$ cat src/rtl/if_stream_pkg.sv
// if_stream_pkg: tag flag constants, packer FSM encoding and tagged-word width helper.
package if_stream_pkg;
    localparam logic [1:0] FLAG_SOR = 2'b10;
    localparam logic [1:0] FLAG_EOR = 2'b01;
    localparam logic [1:0] FLAG_PAD = 2'b11;
    typedef enum logic [1:0] {S_IDLE, S_FILL, S_FLUSH, S_DONE} state_t;
    function automatic int tag_width(input int data_width);
        return data_width + 2;
    endfunction
endpackage

$ cat src/rtl/frame_pos_counter.sv
// frame_pos_counter: column/row position within a frame with row-boundary and last-pixel flags.
module frame_pos_counter #(
    parameter int DIM_W = 8
) (
    input  logic             clk,
    input  logic             rstn,
    input  logic             clear_i,
    input  logic             adv_i,
    input  logic [DIM_W-1:0] row_len_i,
    input  logic [DIM_W-1:0] num_rows_i,
    output logic             is_sor_o,
    output logic             is_eor_o,
    output logic             is_last_o
);
    logic [DIM_W-1:0] col_q, row_q;
    assign is_sor_o  = col_q == '0;
    assign is_eor_o  = col_q == row_len_i - DIM_W'(1);
    assign is_last_o = is_eor_o && row_q == num_rows_i - DIM_W'(1);
    always_ff @(posedge clk) begin
        if (!rstn || clear_i) begin
            col_q <= '0;
            row_q <= '0;
        end else if (adv_i) begin
            col_q <= is_eor_o ? '0 : col_q + DIM_W'(1);
            row_q <= is_eor_o ? row_q + DIM_W'(1) : row_q;
        end
    end
endmodule

$ cat src/rtl/if_row_packer.sv
// if_row_packer: tags pixels with SOR/EOR flags and packs PAR_WRITE tagged words per IF FIFO write.
module if_row_packer import if_stream_pkg::*; #(
    parameter int DATA_WIDTH = 8,
    parameter int PAR_WRITE  = 4,
    parameter int DIM_W      = 8
) (
    input  logic                                clk,
    input  logic                                rstn,
    input  logic                                start,
    input  logic [DIM_W-1:0]                    cfg_row_len,
    input  logic [DIM_W-1:0]                    cfg_num_rows,
    input  logic                                s_valid,
    input  logic [DATA_WIDTH-1:0]               s_data,
    output logic                                s_ready,
    input  logic                                fifo_full,
    output logic                                fifo_wen,
    output logic [PAR_WRITE*(DATA_WIDTH+2)-1:0] fifo_din,
    output logic                                busy,
    output logic                                done
);
    localparam int TW = tag_width(DATA_WIDTH);
    localparam int SW = PAR_WRITE > 1 ? $clog2(PAR_WRITE) : 1;
    state_t                          state_q;
    logic [DIM_W-1:0]                row_len_q, num_rows_q;
    logic [SW-1:0]                   slot_idx_q, slot_idx_d;
    logic [PAR_WRITE-1:0][TW-1:0]    pack_q, pack_d;
    logic                            pending_q;
    logic                            accept, is_sor, is_eor, is_last, group_end;
    logic [TW-1:0]                   word;
    assign s_ready   = state_q == S_FILL && !pending_q;
    assign accept    = s_ready && s_valid;
    assign fifo_wen  = pending_q && !fifo_full;
    assign fifo_din  = pack_q;
    assign busy      = state_q == S_FILL || state_q == S_FLUSH;
    assign done      = state_q == S_DONE;
    assign word      = {(is_sor ? FLAG_SOR : 2'b00) | (is_eor ? FLAG_EOR : 2'b00), s_data};
    assign group_end = slot_idx_q == SW'(PAR_WRITE - 1) || is_last;
    assign slot_idx_d = accept ? (group_end ? '0 : slot_idx_q + SW'(1)) : slot_idx_q;
    frame_pos_counter #(.DIM_W(DIM_W)) u_pos (
        .clk        (clk),
        .rstn       (rstn),
        .clear_i    (state_q == S_IDLE),
        .adv_i      (accept),
        .row_len_i  (row_len_q),
        .num_rows_i (num_rows_q),
        .is_sor_o   (is_sor),
        .is_eor_o   (is_eor),
        .is_last_o  (is_last)
    );
    // The last pixel of a frame also pads every later slot so the final group is always full width.
    always_comb begin
        pack_d = pack_q;
        for (int k = 0; k < PAR_WRITE; k++) begin
            if (accept && SW'(k) == slot_idx_q) pack_d[k] = word;
            else if (accept && is_last && SW'(k) > slot_idx_q) pack_d[k] = {FLAG_PAD, DATA_WIDTH'(0)};
        end
    end
    always_ff @(posedge clk) begin
        if (!rstn) begin
            state_q    <= S_IDLE;
            row_len_q  <= '0;
            num_rows_q <= '0;
            slot_idx_q <= '0;
            pack_q     <= '0;
            pending_q  <= 1'b0;
        end else begin
            pack_q     <= pack_d;
            slot_idx_q <= slot_idx_d;
            pending_q  <= (accept && group_end) ? 1'b1 : (fifo_wen ? 1'b0 : pending_q);
            case (state_q)
                S_IDLE: if (start) begin
                    row_len_q  <= cfg_row_len;
                    num_rows_q <= cfg_num_rows;
                    state_q    <= (cfg_row_len == '0 || cfg_num_rows == '0) ? S_DONE : S_FILL;
                end
                S_FILL:  if (accept && is_last) state_q <= S_FLUSH;
                S_FLUSH: if (!pending_q) state_q <= S_DONE;
                default: state_q <= S_IDLE;
            endcase
        end
    end
endmodule

$ cat config.mk
export PLATFORM = sky130hd
export DESIGN_NAME = if_row_packer
export DESIGN_NICKNAME = d
export VERILOG_FILES = /design/src/rtl/if_stream_pkg.sv /design/src/rtl/frame_pos_counter.sv /design/src/rtl/if_row_packer.sv
export SDC_FILE = /design/constraint.sdc
export NUM_CORES = 1
export LEC_CHECK = 0
export CORE_ASPECT_RATIO = 0.5
export CORE_MARGIN = 4
export CORE_UTILIZATION = 30
export CTS_CLUSTER_DIAMETER = 200
export CTS_CLUSTER_SIZE = 40
export DETAILED_ROUTE_END_ITERATION = 10
export GPL_ROUTABILITY_DRIVEN = 0
export PLACE_DENSITY = 0.55
export SLEW_MARGIN = 30
export SYNTH_ARGS = -nofsm -noshare
export SYNTH_HDL_FRONTEND = slang
export SYNTH_HIERARCHICAL = 1
export SYNTH_SLANG_ARGS = --single-unit
$ cat constraint.sdc
create_clock -name clk -period 2.6 [get_ports clk]
set_input_delay 0.52 -clock clk [delete_from_list [all_inputs] [get_ports clk]]
set_output_delay 0.52 -clock clk [all_outputs]
set_load 0.01 [all_outputs]
==> results.json <==
{
  "clock_latency_ns": 0.33,
  "hold_path_class": "reg2reg",
  "worstMarginPinSlew_ns": 0.727,
  "htree_levels": 3,
  "maxCapViolations": 0,
  "rsz0062_at_grt": "true",
  "criticalPathCategory": "reg2reg",
  "ys_warn_count": 6,
  "power.leakage_nw": 1.83,
  "postSynthCellCount": 434,
  "power.total_mw": 3.61,
  "setup_violations": 0,
  "grt_pass1_vias": 3156,
  "cts.clk_slew.worst_paths_ns": 0.06,
  "use_met1_pct": 17.8,
  "num_rows": 28,
  "worst_ep_arrival_time_ns": 2.78,
  "synthFlopType": "dfxtp_1",
  "path_max_fanout": 5,
  "ys_ff_latch": 77,
  "setup.worst_path.end_class": "flop",
  "synth_area_per_cell_um2": 8.69,
  "holdCritStartpoint": "fifo_din[19]",
  "fin_area_mm2": 0.00524,
  "async_flop_share_pct": 0,
  "min_to": "fifo_din[19]",
  "worst-r2r-cell-count": 15,
  "gr-total-overflow": 0,
  "hpwl_mm": 7.06,
  "die_h_um": 87.3,
  "dieArea_mm2": 0.0145,
  "final_cell_mix": "dfxtp_1, clkdlybuf4s50_1, nand2_1",
  "reg2reg_slack_ns": 0.08,
  "drc": 0,
  "routed_wl_mm": 9.94,
  "insertedDiodeCount": 0,
  "rr_endpoint": "fifo_din[35]",
  "power_density_mw_per_mm2": 690,
  "drive_above_1_share_pct": 14.0,
  "timing.hold.ws_ns": 0.447,
  "ant_nets": 0,
  "synth_edf_count": 0,
  "grt_antenna_before_repair": 0,
  "numCtsBuffers": 9,
  "status": "finished, final reports clean",
  "slew_viol_final": 0,
  "port-buffer-count": 72,
  "post-route-min-period_ns": 2.52,
  "nets": 566,
  "grt_pass1_wl_mm": 16.1,
  "timing.rr.start": "row_len_q[1]",
  "vdd_drop_max_mv": 0.343,
  "fp.dieW_um": 167,
  "min_period_over_period_pct": 96.7,
  "final_common_cell": "dfxtp_1",
  "fp.coreArea_mm2": 0.0121,
  "grt_use_met2_pct": 22.2,
  "finalHoldViolCount": 0,
  "vias": 3286,
  "final.setup_skew_ns": 0.00573,
  "grtUsageMet3_pct": 3.85,
  "critPathRequiredTime_ns": 2.87,
  "fmax_mhz": 398,
  "ys_seq_area_share_pct": 40.9,
  "start_util_pct": 31.3,
  "syn_area_mm2": 0.00377,
  "grt_usage_pct": 13.6,
  "drt_pass1_iterations": 4,
  "clock-sinks": 77,
  "whs_path_depth": 2,
  "yosysUniqueCellTypes": 54,
  "tns_ns": 0,
  "synth_fp_nets": 476,
  "maxSlewHeadroom_pct": 51.5,
  "start_kind": "flop",
  "grt_max_degree": 34,
  "drtIter0Drc": 227,
  "cts_hold_buf": 0,
  "via_per_inst": 4.74,
  "ctsLongestPathBuffers": 2,
  "grt.busiest_layer": "met2",
  "placed_cell_area_mm2": 0.00478,
  "post-place-ws_ns": -0.0126,
  "wl_per_cell_um": 14.3,
  "cts_tree": "yes",
  "cts_root_buf": "clkbuf_16",
  "area_delta_synth_final_pct": 38.9,
  "ios": 73,
  "worst_slack_ns": 0.0848
}
==> worst max path at each step <==
stage	startpoint	endpoint	slack (ns)
after CTS	row_len_q[0]	state_q[0]	0.02
after global placement	row_len_q[0]	state_q[0]	0.06
after floorplan	row_len_q[4]	state_q[0]	-0.06
after detailed placement	row_len_q[0]	state_q[0]	-0.01
after global routing	row_len_q[1]	state_q[0]	-0.06
final	row_len_q[1]	fifo_din[35]	0.08
==> registers in the layout, summed over array words and instances, names as in the netlist <==
register     flops
fifo_din        40
num_rows_q       8
row_len_q        8
u_pos/col_q      8
u_pos/row_q      8
slot_idx_q       2
state_q          2
pending_q        1
==> cell type report <==
cell class	instances	area, um2
Clock buffer	9	225
Clock inverter	6	63.8
Fill cell	1201	6820
Inverter	20	75.1
Multi-Input combinational cell	315	2150
Sequential cell	77	1550
Tap cell	165	206
Timing Repair Buffer	101	972
==> per-stage QoR <==
step / utilization, % / instances
2_1_floorplan: - / 434
3_3_place_gp: 39.6 / 671
3_5_place_dp: 39.6 / 671
4_1_cts: 42.1 / 686
5_1_grt: 43.4 / 693
6_report: 43.4 / 693
==> metal layers <==
layer,vias to the layer above,part of all wire [%],wire (um)
met3,6,3.7,369
met5,-,0,0
met4,0,0.82,81
met1,1531,49,4860
met2,58,47,4630
li1,1691,-,-
==> cells by family (layout without fill, tap and decap cells) <==
group	Yosys count	after routing	synth area share, %
muxes	1	1	0.266
xor gates and xnor gates	29	29	6.74
AOI/OAI and AO/OA	98	98	18.3
buffers and inverters	42	136	4.98
DFF	77	77	40.9
and+or+nand+nor	174	174	24.5
adders and majority gates	13	13	4.31
==> power by group <==
part           total [mW]  internal (mW)  switching, mW
combinational        1.05          0.490          0.560
sequential           1.34           1.26         0.0738
clock                1.22          0.737          0.486
==> repair_timing <==
action | 4_1_cts | 5_1_grt
buffers inserted | 0 | 6
resized for setup | 1 | 21
pin swaps | 1 | 10
setup endpoints to repair | 1 | 28
gates cloned | 0 | 1
==> Yosys cell counts, types with 5 or more instances <==
cell type | count | area, um2
xnor2_1 | 18 | 158
a22oi_1 | 24 | 180
nor3_1 | 12 | 60.1
o21ai_0 | 10 | 50.1
nand3_1 | 7 | 35.0
a21boi_0 | 16 | 120
inv_1 | 20 | 75.1
clkbuf_1 | 11 | 41.3
dfxtp_1 | 77 | 1540
a21boi_1 | 12 | 90.1
or4_1 | 6 | 45.0
ha_1 | 13 | 163
nor2_1 | 12 | 45.0
o31ai_1 | 8 | 60.1
nor2b_1 | 30 | 188
and2_1 | 6 | 37.5
nand2_1 | 69 | 259
xor2_1 | 11 | 96.3
nor4_1 | 7 | 43.8
a21oi_1 | 16 | 80.1
buf_2 | 5 | 25.0
==> worst max-delay path, stage by stage, from the launching register on <==
cell and delay (ns):
dfxtp_2 0.32, inv_2 0.08, ha_4 0.15, nor3b_4 0.20, buf_4 0.15, xnor2_1 0.12, nor3_2 0.09, o31ai_4 0.29
nor2_4 0.05, and4_4 0.16, buf_6 0.11, buf_4 0.13, o21ai_4 0.21, clkbuf_16 0.19, a22oi_2 0.07, nor2b_1 0.12
Power figures use the tool's default switching activity.
